**config.mk**
```make
export PLATFORM = sky130hd
export DESIGN_NAME = led_frame_fetch_flat
export DESIGN_NICKNAME = d
export VERILOG_FILES = /design/src/rtl/led_frame_fetch_pkg.sv /design/src/rtl/led_frame_fetch_if.sv /design/src/rtl/led_frame_fetch_fifo.sv /design/src/rtl/led_frame_fetch.sv /design/src/flat_wrapper.sv
export SDC_FILE = /design/constraint.sdc
export NUM_CORES = 1
export LEC_CHECK = 0
export CAP_MARGIN = 20
export CORE_ASPECT_RATIO = 1.4
export CORE_UTILIZATION = 50
export DETAILED_ROUTE_END_ITERATION = 7
export GPL_TIMING_DRIVEN = 0
export PLACE_DENSITY = 0.74
export SYNTH_ARGS = -nofsm -noshare
export SYNTH_HDL_FRONTEND = slang
export SYNTH_SLANG_ARGS = --single-unit
```
**constraint.sdc**
```tcl
create_clock -name clk -period 2.2 [get_ports clk]
set_input_delay 0.44 -clock clk [delete_from_list [all_inputs] [get_ports clk]]
set_output_delay 0.44 -clock clk [all_outputs]
set_load 0.05 [all_outputs]
```
**src/rtl/led_frame_fetch_pkg.sv**
```systemverilog
`default_nettype none
// ============================================================================
// Module   : led_fetch_pkg
// Brief    : Shared types and default widths for the LED frame fetch block.
// Revision : 1.0
// ============================================================================
package led_fetch_pkg;

    typedef enum logic [1:0] {
        IDLE  = 2'd0,
        FETCH = 2'd1,
        DRAIN = 2'd2,
        ZDONE = 2'd3
    } state_t;

    localparam int DEF_ADDR_W     = 13;
    localparam int DEF_DATA_W     = 32;
    localparam int DEF_LEN_W      = 14;
    localparam int DEF_FIFO_DEPTH = 4;
    localparam int FIFO_CNT_W     = $clog2(DEF_FIFO_DEPTH) + 1;

    // Count must hold the value DEPTH itself, hence the extra bit.
    function automatic int fifo_cnt_w(input int depth);
        return $clog2(depth) + 1;
    endfunction

endpackage
`default_nettype wire

```
**src/rtl/led_frame_fetch_if.sv**
```systemverilog
`default_nettype none
// ============================================================================
// Module   : led_frame_fetch_if
// Brief    : Memory read port and Avalon-ST source bundle of the frame fetcher.
// Revision : 1.0
// ============================================================================
interface led_frame_fetch_if
    import led_fetch_pkg::*;
#(
    parameter int ADDR_W = DEF_ADDR_W,
    parameter int DATA_W = DEF_DATA_W
);
    logic [ADDR_W-1:0] m_address;
    logic              m_chipselect;
    logic              m_clken;
    logic [DATA_W-1:0] m_readdata;
    logic [DATA_W-1:0] src_data;
    logic              src_valid;
    logic              src_ready;
    logic              src_sop;
    logic              src_eop;

    modport master (
        output m_address, m_chipselect, m_clken,
        input  m_readdata,
        output src_data, src_valid, src_sop, src_eop,
        input  src_ready
    );

    modport slave (
        input  m_address, m_chipselect, m_clken,
        output m_readdata,
        input  src_data, src_valid, src_sop, src_eop,
        output src_ready
    );
endinterface
`default_nettype wire

```
**src/rtl/led_frame_fetch_fifo.sv**
```systemverilog
`default_nettype none
// ============================================================================
// Module   : led_fetch_fifo
// Brief    : Synchronous FIFO with registered show-ahead output and flush.
// Revision : 1.0
// ============================================================================
module led_fetch_fifo #(
    parameter int DATA_W = 32,
    parameter int DEPTH  = 4,
    parameter int CNT_W  = $clog2(DEPTH) + 1
) (
    input  wire                clk,
    input  wire                rst,
    input  wire                i_flush,
    input  wire                i_wr_en,
    input  wire   [DATA_W-1:0] i_wr_data,
    input  wire                i_rd_en,
    output logic  [DATA_W-1:0] o_rd_data,
    output logic               o_valid,
    output logic  [CNT_W-1:0]  o_count
);
    localparam int PTR_W = $clog2(DEPTH);

    logic [DATA_W-1:0] r_mem [DEPTH];
    logic [PTR_W-1:0]  r_wr_ptr;
    logic [PTR_W-1:0]  r_rd_ptr;
    logic [CNT_W-1:0]  r_mem_cnt;
    logic [DATA_W-1:0] r_out_data;
    logic              r_out_valid;

    logic w_load;
    logic w_mem_nonempty;
    logic w_bypass;
    logic w_push;
    logic w_pull;

    // Output stage refills whenever it is empty or its word is leaving.
    assign w_load         = !r_out_valid || i_rd_en;
    assign w_mem_nonempty = (r_mem_cnt != '0);
    assign w_bypass       = i_wr_en && w_load && !w_mem_nonempty;
    assign w_push         = i_wr_en && !w_bypass;
    assign w_pull         = w_load && w_mem_nonempty;

    always_ff @(posedge clk) begin
        if (w_push) begin
            r_mem[r_wr_ptr] <= i_wr_data;
        end
    end

    always_ff @(posedge clk) begin
        if (rst || i_flush) begin
            r_wr_ptr    <= '0;
            r_rd_ptr    <= '0;
            r_mem_cnt   <= '0;
            r_out_data  <= '0;
            r_out_valid <= 1'b0;
        end else begin
            if (w_push) begin
                r_wr_ptr <= r_wr_ptr + PTR_W'(1);
            end
            if (w_pull) begin
                r_rd_ptr <= r_rd_ptr + PTR_W'(1);
            end
            r_mem_cnt <= r_mem_cnt + CNT_W'(w_push) - CNT_W'(w_pull);
            if (w_load) begin
                if (w_pull) begin
                    r_out_data  <= r_mem[r_rd_ptr];
                    r_out_valid <= 1'b1;
                end else if (w_bypass) begin
                    r_out_data  <= i_wr_data;
                    r_out_valid <= 1'b1;
                end else begin
                    r_out_valid <= 1'b0;
                end
            end
        end
    end

    assign o_rd_data = r_out_data;
    assign o_valid   = r_out_valid;
    assign o_count   = r_mem_cnt + CNT_W'(r_out_valid);
endmodule
`default_nettype wire

```
**src/rtl/led_frame_fetch.sv**
```systemverilog
`default_nettype none
// ============================================================================
// Module   : led_frame_fetch
// Brief    : Reads a run of words from fixed-latency memory, emits one ST packet.
// Revision : 1.0
// ============================================================================
module led_frame_fetch
    import led_fetch_pkg::*;
#(
    parameter int ADDR_W     = DEF_ADDR_W,
    parameter int DATA_W     = DEF_DATA_W,
    parameter int LEN_W      = DEF_LEN_W,
    parameter int FIFO_DEPTH = DEF_FIFO_DEPTH
) (
    input  wire                 clk,
    input  wire                 reset,
    input  wire                 start,
    input  wire                 abort,
    input  wire   [ADDR_W-1:0]  base_addr,
    input  wire   [LEN_W-1:0]   word_count,
    output logic                busy,
    output logic                done,
    led_frame_fetch_if.master   bus
);
    localparam int CNT_W = fifo_cnt_w(FIFO_DEPTH);
    localparam int SUM_W = CNT_W + 1;

    state_t            r_state;
    state_t            w_state_next;
    logic [ADDR_W-1:0] r_addr;
    logic [LEN_W-1:0]  r_reads_left;
    logic [LEN_W-1:0]  r_beats_left;
    logic              r_first;
    logic              r_inflight;
    logic              r_done;

    logic              w_accept;
    logic              w_done_set;
    logic              w_cs;
    logic              w_room;
    logic              w_xfer;
    logic              w_last_beat;
    logic [DATA_W-1:0] w_fifo_data;
    logic              w_fifo_valid;
    logic [CNT_W-1:0]  w_fifo_count;

    // Words buffered plus the read still in flight must leave a free slot.
    assign w_room      = (SUM_W'(w_fifo_count) + SUM_W'(r_inflight)) < SUM_W'(FIFO_DEPTH);
    assign w_cs        = (r_state == FETCH) && (r_reads_left != '0) && w_room && !abort;
    assign w_xfer      = w_fifo_valid && bus.src_ready;
    assign w_last_beat = (r_beats_left == LEN_W'(1));

    always_comb begin
        w_state_next = r_state;
        w_accept     = 1'b0;
        w_done_set   = 1'b0;
        case (r_state)
            IDLE, ZDONE: begin
                w_state_next = IDLE;
                if (start && !abort) begin
                    if (word_count != '0) begin
                        w_state_next = FETCH;
                        w_accept     = 1'b1;
                    end else begin
                        w_state_next = ZDONE;
                        w_done_set   = 1'b1;
                    end
                end
            end
            FETCH: begin
                if (abort) begin
                    w_state_next = IDLE;
                end else if (w_cs && (r_reads_left == LEN_W'(1))) begin
                    w_state_next = DRAIN;
                end
            end
            DRAIN: begin
                if (abort) begin
                    w_state_next = IDLE;
                end else if (w_xfer && w_last_beat) begin
                    w_state_next = IDLE;
                    w_done_set   = 1'b1;
                end
            end
            default: w_state_next = IDLE;
        endcase
    end

    always_ff @(posedge clk) begin
        if (reset) begin
            r_state <= IDLE;
        end else begin
            r_state <= w_state_next;
        end
    end

    always_ff @(posedge clk) begin
        if (reset) begin
            r_addr       <= '0;
            r_reads_left <= '0;
            r_beats_left <= '0;
            r_first      <= 1'b0;
            r_inflight   <= 1'b0;
            r_done       <= 1'b0;
        end else begin
            r_inflight <= w_cs;
            r_done     <= w_done_set;
            if (w_accept) begin
                r_addr       <= base_addr;
                r_reads_left <= word_count;
                r_beats_left <= word_count;
                r_first      <= 1'b1;
            end else begin
                if (w_cs) begin
                    r_addr       <= r_addr + ADDR_W'(1);
                    r_reads_left <= r_reads_left - LEN_W'(1);
                end
                if (w_xfer) begin
                    r_beats_left <= r_beats_left - LEN_W'(1);
                    r_first      <= 1'b0;
                end
            end
        end
    end

    // Abort flushes; the flush beats the write of any returning read data.
    led_fetch_fifo #(
        .DATA_W (DATA_W),
        .DEPTH  (FIFO_DEPTH),
        .CNT_W  (CNT_W)
    ) u_fifo (
        .clk       (clk),
        .rst       (reset),
        .i_flush   (abort),
        .i_wr_en   (r_inflight),
        .i_wr_data (bus.m_readdata),
        .i_rd_en   (bus.src_ready),
        .o_rd_data (w_fifo_data),
        .o_valid   (w_fifo_valid),
        .o_count   (w_fifo_count)
    );

    assign busy             = (r_state == FETCH) || (r_state == DRAIN);
    assign done             = r_done;
    assign bus.m_address    = r_addr;
    assign bus.m_chipselect = w_cs;
    assign bus.m_clken      = 1'b1;
    assign bus.src_data     = w_fifo_data;
    assign bus.src_valid    = w_fifo_valid;
    assign bus.src_sop      = w_fifo_valid && r_first;
    assign bus.src_eop      = w_fifo_valid && w_last_beat;
endmodule
`default_nettype wire

```
**src/flat_wrapper.sv**
```systemverilog
// flat-port wrapper written by rule: the top's interface ports become plain ports
module led_frame_fetch_flat import led_fetch_pkg::*;
#(
    parameter int ADDR_W     = DEF_ADDR_W,
    parameter int DATA_W     = DEF_DATA_W,
    parameter int LEN_W      = DEF_LEN_W,
    parameter int FIFO_DEPTH = DEF_FIFO_DEPTH
)
  (clk, reset, start, abort, base_addr, word_count, busy, done, bus_m_address, bus_m_chipselect, bus_m_clken, bus_m_readdata, bus_src_data, bus_src_valid, bus_src_sop, bus_src_eop, bus_src_ready);
  led_frame_fetch_if #(.ADDR_W(ADDR_W), .DATA_W(DATA_W)) bus_i ();
  input  wire clk;
  input  wire reset;
  input  wire start;
  input  wire abort;
  input  wire   [ADDR_W-1:0] base_addr;
  input  wire   [LEN_W-1:0] word_count;
  output logic busy;
  output logic done;
  output wire logic [$bits(bus_i.m_address)-1:0] bus_m_address;
  output wire logic [$bits(bus_i.m_chipselect)-1:0] bus_m_chipselect;
  output wire logic [$bits(bus_i.m_clken)-1:0] bus_m_clken;
  input wire logic [$bits(bus_i.m_readdata)-1:0] bus_m_readdata;
  output wire logic [$bits(bus_i.src_data)-1:0] bus_src_data;
  output wire logic [$bits(bus_i.src_valid)-1:0] bus_src_valid;
  output wire logic [$bits(bus_i.src_sop)-1:0] bus_src_sop;
  output wire logic [$bits(bus_i.src_eop)-1:0] bus_src_eop;
  input wire logic [$bits(bus_i.src_ready)-1:0] bus_src_ready;
  assign bus_m_address = bus_i.m_address;
  assign bus_m_chipselect = bus_i.m_chipselect;
  assign bus_m_clken = bus_i.m_clken;
  assign bus_i.m_readdata = bus_m_readdata;
  assign bus_src_data = bus_i.src_data;
  assign bus_src_valid = bus_i.src_valid;
  assign bus_src_sop = bus_i.src_sop;
  assign bus_src_eop = bus_i.src_eop;
  assign bus_i.src_ready = bus_src_ready;
  led_frame_fetch #(.ADDR_W(ADDR_W), .DATA_W(DATA_W), .LEN_W(LEN_W), .FIFO_DEPTH(FIFO_DEPTH)) u_core (.clk(clk), .reset(reset), .start(start), .abort(abort), .base_addr(base_addr), .word_count(word_count), .busy(busy), .done(done), .bus(bus_i));
endmodule
```
==> flow_summary.ini, run 1 <==
[cts]
root_buffer = clkbuf_16
hold_buffers = 0
clk_path_buf_depth = 3
insertion_delay_ps = 500
cts.clk_slew.worst_paths_ps = 60
cts_tree = built
h-tree-depth = 1
cts_made_buffers = 22
cts.sinks = 216

[synth]
ys_types = 54
yosysWarningCount = 0
syn_nets = 755
synth_edf_count = 128
synthFlopType = edfxtp_1
ys_seq_area_share_pct = 61.8
synth_seq_cells = 216
netlist_area_um2 = 9070
synthCells = 673
synth_async_sr_flop_share_pct = 0
syn_avg_cell_area_um2 = 13.5

[die]
num_io_pins = 116
dieArea_um2 = 18700
die_h_um = 161
coreArea_um2 = 17500
initial_core_util_pct = 51.7
fp-row-count = 57
die-width_um = 116

[power]
ir_worst_vdd_uv = 775
p_leak_nw = 4.02
p_per_area_nw_per_um2 = 1110

[hold_path]
hold_path_startpoint = reset
hold_depth = 3
hold_end = u_core.r_state[0]$_SDFFE_PP0P_
hp-class = input port to flip-flop

[route]
final_antenna_net_count = 0
viasPerCell = 5.70
via_count = 6210
drc = 0
wl_per_cell_um = 20.2
first_pass_iters = 5
wl_um = 22000
drt_iter0_markers = 409

[critical_path]
cp.required_ps = 1760
r2r-end = u_core.bus.m_address[12]$_SDFFE_PP0P_
critPathMaxFanout = 2
cp_cell_sequence = ha_4 > ha_4 > nand3_4 > and3b_2 > nand2_4 > clkinv_4 > buf_8
slowest_stage = dfxtp_4
setup.worst_path.class = flip-flop to primary output
path_depth = 7
worstSetupStartpointType = flip-flop
cp.arrival_ps = 1900
path_delay_family = adder cells
reg2regPathDepth = 9
r2r_start = u_core.u_fifo.r_mem_cnt[0]$_SDFF_PP0_
r2r_slack_ps = -70
worst_path_most_repeated_cell = ha_4
crit_buf_inv = 2
slowest_delay_ps = 350
end_kind = primary output

[placed_design]
gp_congestion = 0.934
dpl.hpwl_um = 14200
io_buffers = 113

[sta]
worst_slew_pin_slew_ps = 897
tns_ps = -300
finalMaxSlewViolations = 0
setup_violations = 5
max_slew_margin_pct = 40.2
rsz0062_at_grt = true
period_needed_ps = 2340
max_freq_mhz = 427
hold_viol = 0
period_share_pct = 106
fin_worst_skew_ps = 10.3
worst_slack_ps = -142

[grt]
grt_usage_pct = 23.9
grt_pass1_wl_um = 33900
grt_pass1_vias = 6640
overflow = 0
grt_start_max_net_pins = 33
antenna_found_initial = 0

[finish]
drive_gt1_share_pct = 20.3
fin_util_pct = 67.3
final-seq-area_um2 = 5630
n_antenna_cell = 0
nNetsFinal = 919
fillers = 1261
multi_input_area_um2 = 3480
syn_to_final_growth_pct = 30.3

[run]
maxCapViolCount = 0

[outcome]
failed_checks = setup timing
status = finished with violations
## timing repair
| item | CTS | global route |
|---|---|---|
| setup endpoints to repair | 56 | 42 |
| setup buffers | 18 | 8 |
| pin swaps | 14 | 12 |
| resized for setup | 74 | 36 |
## cell usage after synthesis (3+ instances only)
cell type,number,area [µm²]
nand2b_1,4,25.0
edfxtp_1,128,3840
or4_1,6,45.0
nor2_1,70,263
nand3_1,10,50.1
nor3_1,11,55.1
inv_1,18,67.6
and2_1,4,25.0
a211oi_1,43,323
a21oi_1,30,150
and3_1,5,31.3
mux4_2,32,721
buf_1,4,15.0
nand2_1,22,82.6
mux2i_1,32,320
xor2_1,18,158
buf_2,6,30.0
or3_1,4,25.0
ha_1,17,213
xnor2_1,20,175
o21ai_0,3,15.0
dfxtp_1,88,1760
nor4_1,12,75.1
clkbuf_1,26,97.6
nand4_1,8,50.1
o21bai_1,13,97.6
o41ai_1,3,26.3
a31oi_1,3,18.8
## per-layer routing
layer | GRT usage [%] | share of wire [%] | up-vias
met1 | 27.1 | 38 | 3050
met2 | 43.1 | 52 | 235
li1 | - | - | 2864
met5 | 0 | 0 | -
met3 | 5.10 | 6.3 | 61
met4 | 9.73 | 3.5 | 0
## report_power, final
part           switching [W]  total, W  internal [W]
sequential          0.000264   0.00485       0.00458
clock                0.00153   0.00367       0.00214
combinational        0.00275   0.00462       0.00188
total                0.00455    0.0131       0.00860
## stage by stage
stage	total power (W)	cells	setup slack (ps)	hold slack [ps]	instance area, µm²
after floorplan	0.00776	673	-96.8	432	9090
after global placement	0.00893	1022	-1100	439	10500
after detailed placement	0.00903	1025	-1120	462	10600
after CTS	0.0130	1082	-158	466	11700
after global routing	0.0138	1089	-201	511	11800
final	0.0131	1089	-142	492	11800
## cells in the final DEF (no fill, tap or decap), types with 6 or more instances in the layout
master | synthesis | final
edfxtp_1 | 128 | 128
clkdlybuf4s50_1 | 0 | 100
dfxtp_1 | 88 | 78
nor2_1 | 70 | 68
a211oi_1 | 43 | 43
mux4_2 | 32 | 32
mux2i_1 | 32 | 32
a21oi_1 | 30 | 29
buf_4 | 1 | 25
clkbuf_16 | 0 | 23
clkbuf_1 | 26 | 21
nand2_1 | 22 | 20
xnor2_1 | 20 | 20
xor2_1 | 18 | 18
o21bai_1 | 13 | 13
inv_1 | 18 | 12
ha_1 | 17 | 11
nor3_1 | 11 | 9
nand3_1 | 10 | 9
nand4_1 | 8 | 8
nor4_1 | 12 | 8
buf_2 | 6 | 7
clkbuf_2 | 0 | 7
dlymetal6s2s_1 | 0 | 7
buf_6 | 1 | 6
ha_4 | 0 | 6
clkinv_2 | 0 | 6
## kinds of logic after synthesis
logic type	share of synthesized area [%]
mux	11.7
compound gates	7.52
simple gates	9.92
flops	61.8
other cells	0.0414
xor+xnor	3.85
fa+ha+maj	2.57
buf+inv	2.57
## state kept, by name, summed over array words and instances (netlist names), named ones only
signal	cells
u_core.r_reads_left	14
u_core.u_fifo.r_mem_cnt	3
u_core.bus.m_address	13
u_core.r_beats_left	14
u_core.r_state	2
u_core.u_fifo.r_mem	128
u_core.u_fifo.r_rd_ptr	2
u_core.u_fifo.o_rd_data	32
u_core.r_inflight	1
u_core.u_fifo.o_valid	1
u_core.r_first	1
u_core.done	1
u_core.u_fifo.r_wr_ptr	2
## how the worst max path moves through the flow
stage	startpoint	end	slack (ps)
3_3_place_gp	abort	bus_m_chipselect	-1100
3_5_place_dp	abort	bus_m_chipselect	-1120
2_1_floorplan	u_core.u_fifo.o_valid$_SDFFE_PP0N_	u_core.bus.m_address[12]$_SDFFE_PP0P_	-100
5_1_grt	u_core.u_fifo.r_mem_cnt[0]$_SDFF_PP0_	bus_m_chipselect	-200
4_1_cts	u_core.u_fifo.o_valid$_SDFFE_PP0N_	bus_m_chipselect	-160
6_report	u_core.u_fifo.r_mem_cnt[0]$_SDFF_PP0_	bus_m_chipselect	-140
## worst reg2reg max path, cell delays in order (launching register included)
cell	delay, ps
dfxtp_4	350
ha_4	160
ha_4	210
nand3_4	70
buf_4	110
buf_6	90
nand3b_4	80
or4_4	540
or3_1	320
a311oi_1	250
## cell type report
class                   count  share of cell area [%]
inverters                  19                   0.688
flip-flops and latches    216                    47.7
well taps                 236                    2.50
repair buffers            142                    12.2
clock inverters            13                   0.953
plain buffers              36                    1.58
clock buffers              27                    5.00
multi-input cells         400                    29.5
Power figures use the tool's default switching activity.
==> run 2: changes to the inputs <==
--- a/config.mk
+++ b/config.mk
@@ -12,4 +12,5 @@
 export GPL_TIMING_DRIVEN = 0
 export PLACE_DENSITY = 0.74
+export SETUP_SLACK_MARGIN = 0.2
 export SYNTH_ARGS = -nofsm -noshare
 export SYNTH_HDL_FRONTEND = slang
==> constraint.sdc (replaced) <==
create_clock -name clk -period 2.2 [get_ports clk]
set_input_delay 0.22 -clock clk [delete_from_list [all_inputs] [get_ports clk]]
set_output_delay 0.22 -clock clk [all_outputs]
set_load 0.05 [all_outputs]
==> run 2 against run 1 <==
Against the previous run:
- cell count is 0.28% higher
- the run still ends with setup timing left
- fmax increased by 4.7%
- clock skew rose by 3.7 ps
- worst setup slack better by 100 ps
- power grew 2.1%
- clock power grew 6.5%
- count of clock-buffer cells in the layout up 2
==> flow_summary.ini, run 2 (same netlist as run 1, synthesis figures left out) <==
[run]
maxCapViolCount = 0

[route]
via_count = 6214
wl_um = 22500
wl_per_cell_um = 20.6
first_pass_iters = 5
drt_iter0_markers = 325
drc = 0
viasPerCell = 5.69
final_antenna_net_count = 0

[critical_path]
worstSetupStartpointType = flip-flop
path_delay_family = adder cells
worst_path_most_repeated_cell = ha_4
end_kind = primary output
cp_cell_sequence = ha_4 > ha_4 > nand3_4 > and3b_1 > clkbuf_8 > nand2_4 > clkinv_4 > buf_8
slowest_delay_ps = 360
crit_buf_inv = 3
cp.required_ps = 1980
cp.arrival_ps = 2020
slowest_stage = dfxtp_4
critPathMaxFanout = 3
setup.worst_path.class = flip-flop to primary output

[sta]
fin_worst_skew_ps = 14.0
max_freq_mhz = 447
rsz0062_at_grt = true
period_share_pct = 102
worst_slew_pin_slew_ps = 927
whs_ps = 243
hold_viol = 0
worst_slack_ps = -37.3
finalMaxSlewViolations = 0
max_slew_margin_pct = 38.2
setup_violations = 2
period_needed_ps = 2240

[power]
power_frac_comb_pct = 34.7
switchingPower_w = 0.00455
p_per_area_nw_per_um2 = 1110
p_int_w = 0.00887
seq_power_share_pct = 36.1
ir_worst_vdd_uv = 967
p_leak_nw = 4.04
pwr-share-clk_pct = 29.1
switching_share_pct = 33.9

[cts]
h-tree-depth = 1
clk_path_buf_depth = 3
insertion_delay_ps = 500
hold_buffers = 0
cts_made_buffers = 22
cts.clk_slew.worst_paths_ps = 60
cts.sinks = 216
root_buffer = clkbuf_16
cts_tree = built

[finish]
n_antenna_cell = 0
regMostFlops = u_core.u_fifo.r_mem
largest_reg_flops = 128
fillers = 1271
nNetsFinal = 922
drive_gt1_share_pct = 23.9
final_common_cell = edfxtp_1
fin_util_pct = 69.0
syn_to_final_growth_pct = 33.5
layout_common_cells = 128 x edfxtp_1, 106 x clkdlybuf4s50_1, 77 x dfxtp_1

[grt]
grt_start_max_net_pins = 33
grt_usage_pct = 24.4
grt_pass1_vias = 6698
grt_pass1_wl_um = 34800
antenna_found_initial = 0
overflow = 0

[die]
dieArea_um2 = 18700
die-width_um = 116
fp-row-count = 57
coreArea_um2 = 17500
die_h_um = 161
initial_core_util_pct = 51.7
num_io_pins = 116

[hold_path]
hp-class = input port to flip-flop

[placed_design]
gp_congestion = 0.949
dpl.hpwl_um = 14300
io_buffers = 113

[outcome]
failed_checks = setup timing
status = finished with violations
==> run 2: metrics by stage <==
step                instances  worst slack [ps]  total power, W  setup TNS [ps]  instance area [µm²]
finish                   1092             -37.3          0.0134           -45.3                12100
global route             1092             -88.5          0.0140            -288                12100
CTS                      1084             -31.2          0.0133           -36.6                11800
detailed placement       1022              -594         0.00922          -47120                10600
global placement         1022              -578         0.00910          -46080                10600
floorplan                 673              1.22         0.00791               0                 9200
==> run 2: cell type report <==
cell class / instances / area [µm²] / area share (%)
sequential: 216 / 5630 / 46.5
multi-input combinational: 400 / 3710 / 30.6
timing repair buffer: 143 / 1410 / 11.7
clock buffer: 29 / 608 / 5.02
tap: 236 / 295 / 2.44
buffer: 38 / 230 / 1.90
clock inverter: 11 / 151 / 1.25
inverter: 19 / 81.3 / 0.672
==> run 2: final timing paths <==
check,slack [ps],endpoint,from,cells after the start
max,-40,bus_m_chipselect,u_core.u_fifo.r_mem_cnt[0]$_SDFF_PP0_,8
min,240,u_core.r_state[0]$_SDFFE_PP0P_,reset,3
max reg2reg,-10,u_core.r_reads_left[11]$_SDFFE_PP0P_,u_core.u_fifo.r_mem_cnt[0]$_SDFF_PP0_,10
min reg2reg,470,u_core.r_first$_SDFFE_PP0P_,u_core.r_first$_SDFFE_PP0P_,2
==> run 2: worst min-delay path, delay by kind of cell <==
kind                   cells  cell delay (ps)
and+or+nand+nor            1              130
buffers and inverters      1              210
muxes                      1              140
==> run 2: routing by layer <==
metal	global-route usage, %	up-vias	part of all wire, %
met1	27.5	3077	38
met3	3.68	46	5.0
met5	0	-	0
met2	45.4	216	54
li1	-	2875	-
met4	9.38	0	3.0
==> run 2: timing repair <==
action,in CTS,in global routing
resized for setup,73,71
pin swaps,28,31
cloned,1,0
setup buffers,21,8
setup endpoints to repair,180,196
==> run 2: power by group through the flow <==
stage                     clock network (W)  logic, W  registers, W
after floorplan                           0   0.00237       0.00553
after global placement                    0   0.00420       0.00490
after detailed placement                  0   0.00430       0.00492
after CTS                           0.00395   0.00456       0.00484
after global routing                0.00413   0.00500       0.00488
final                               0.00391   0.00466       0.00485
==> run 3: changes to the inputs <==
Settings changed: CTS_CLUSTER_DIAMETER from default to 80.
==> results of run 3 <==
No change in the layout: final DEF, timing and power equal those of run 2.
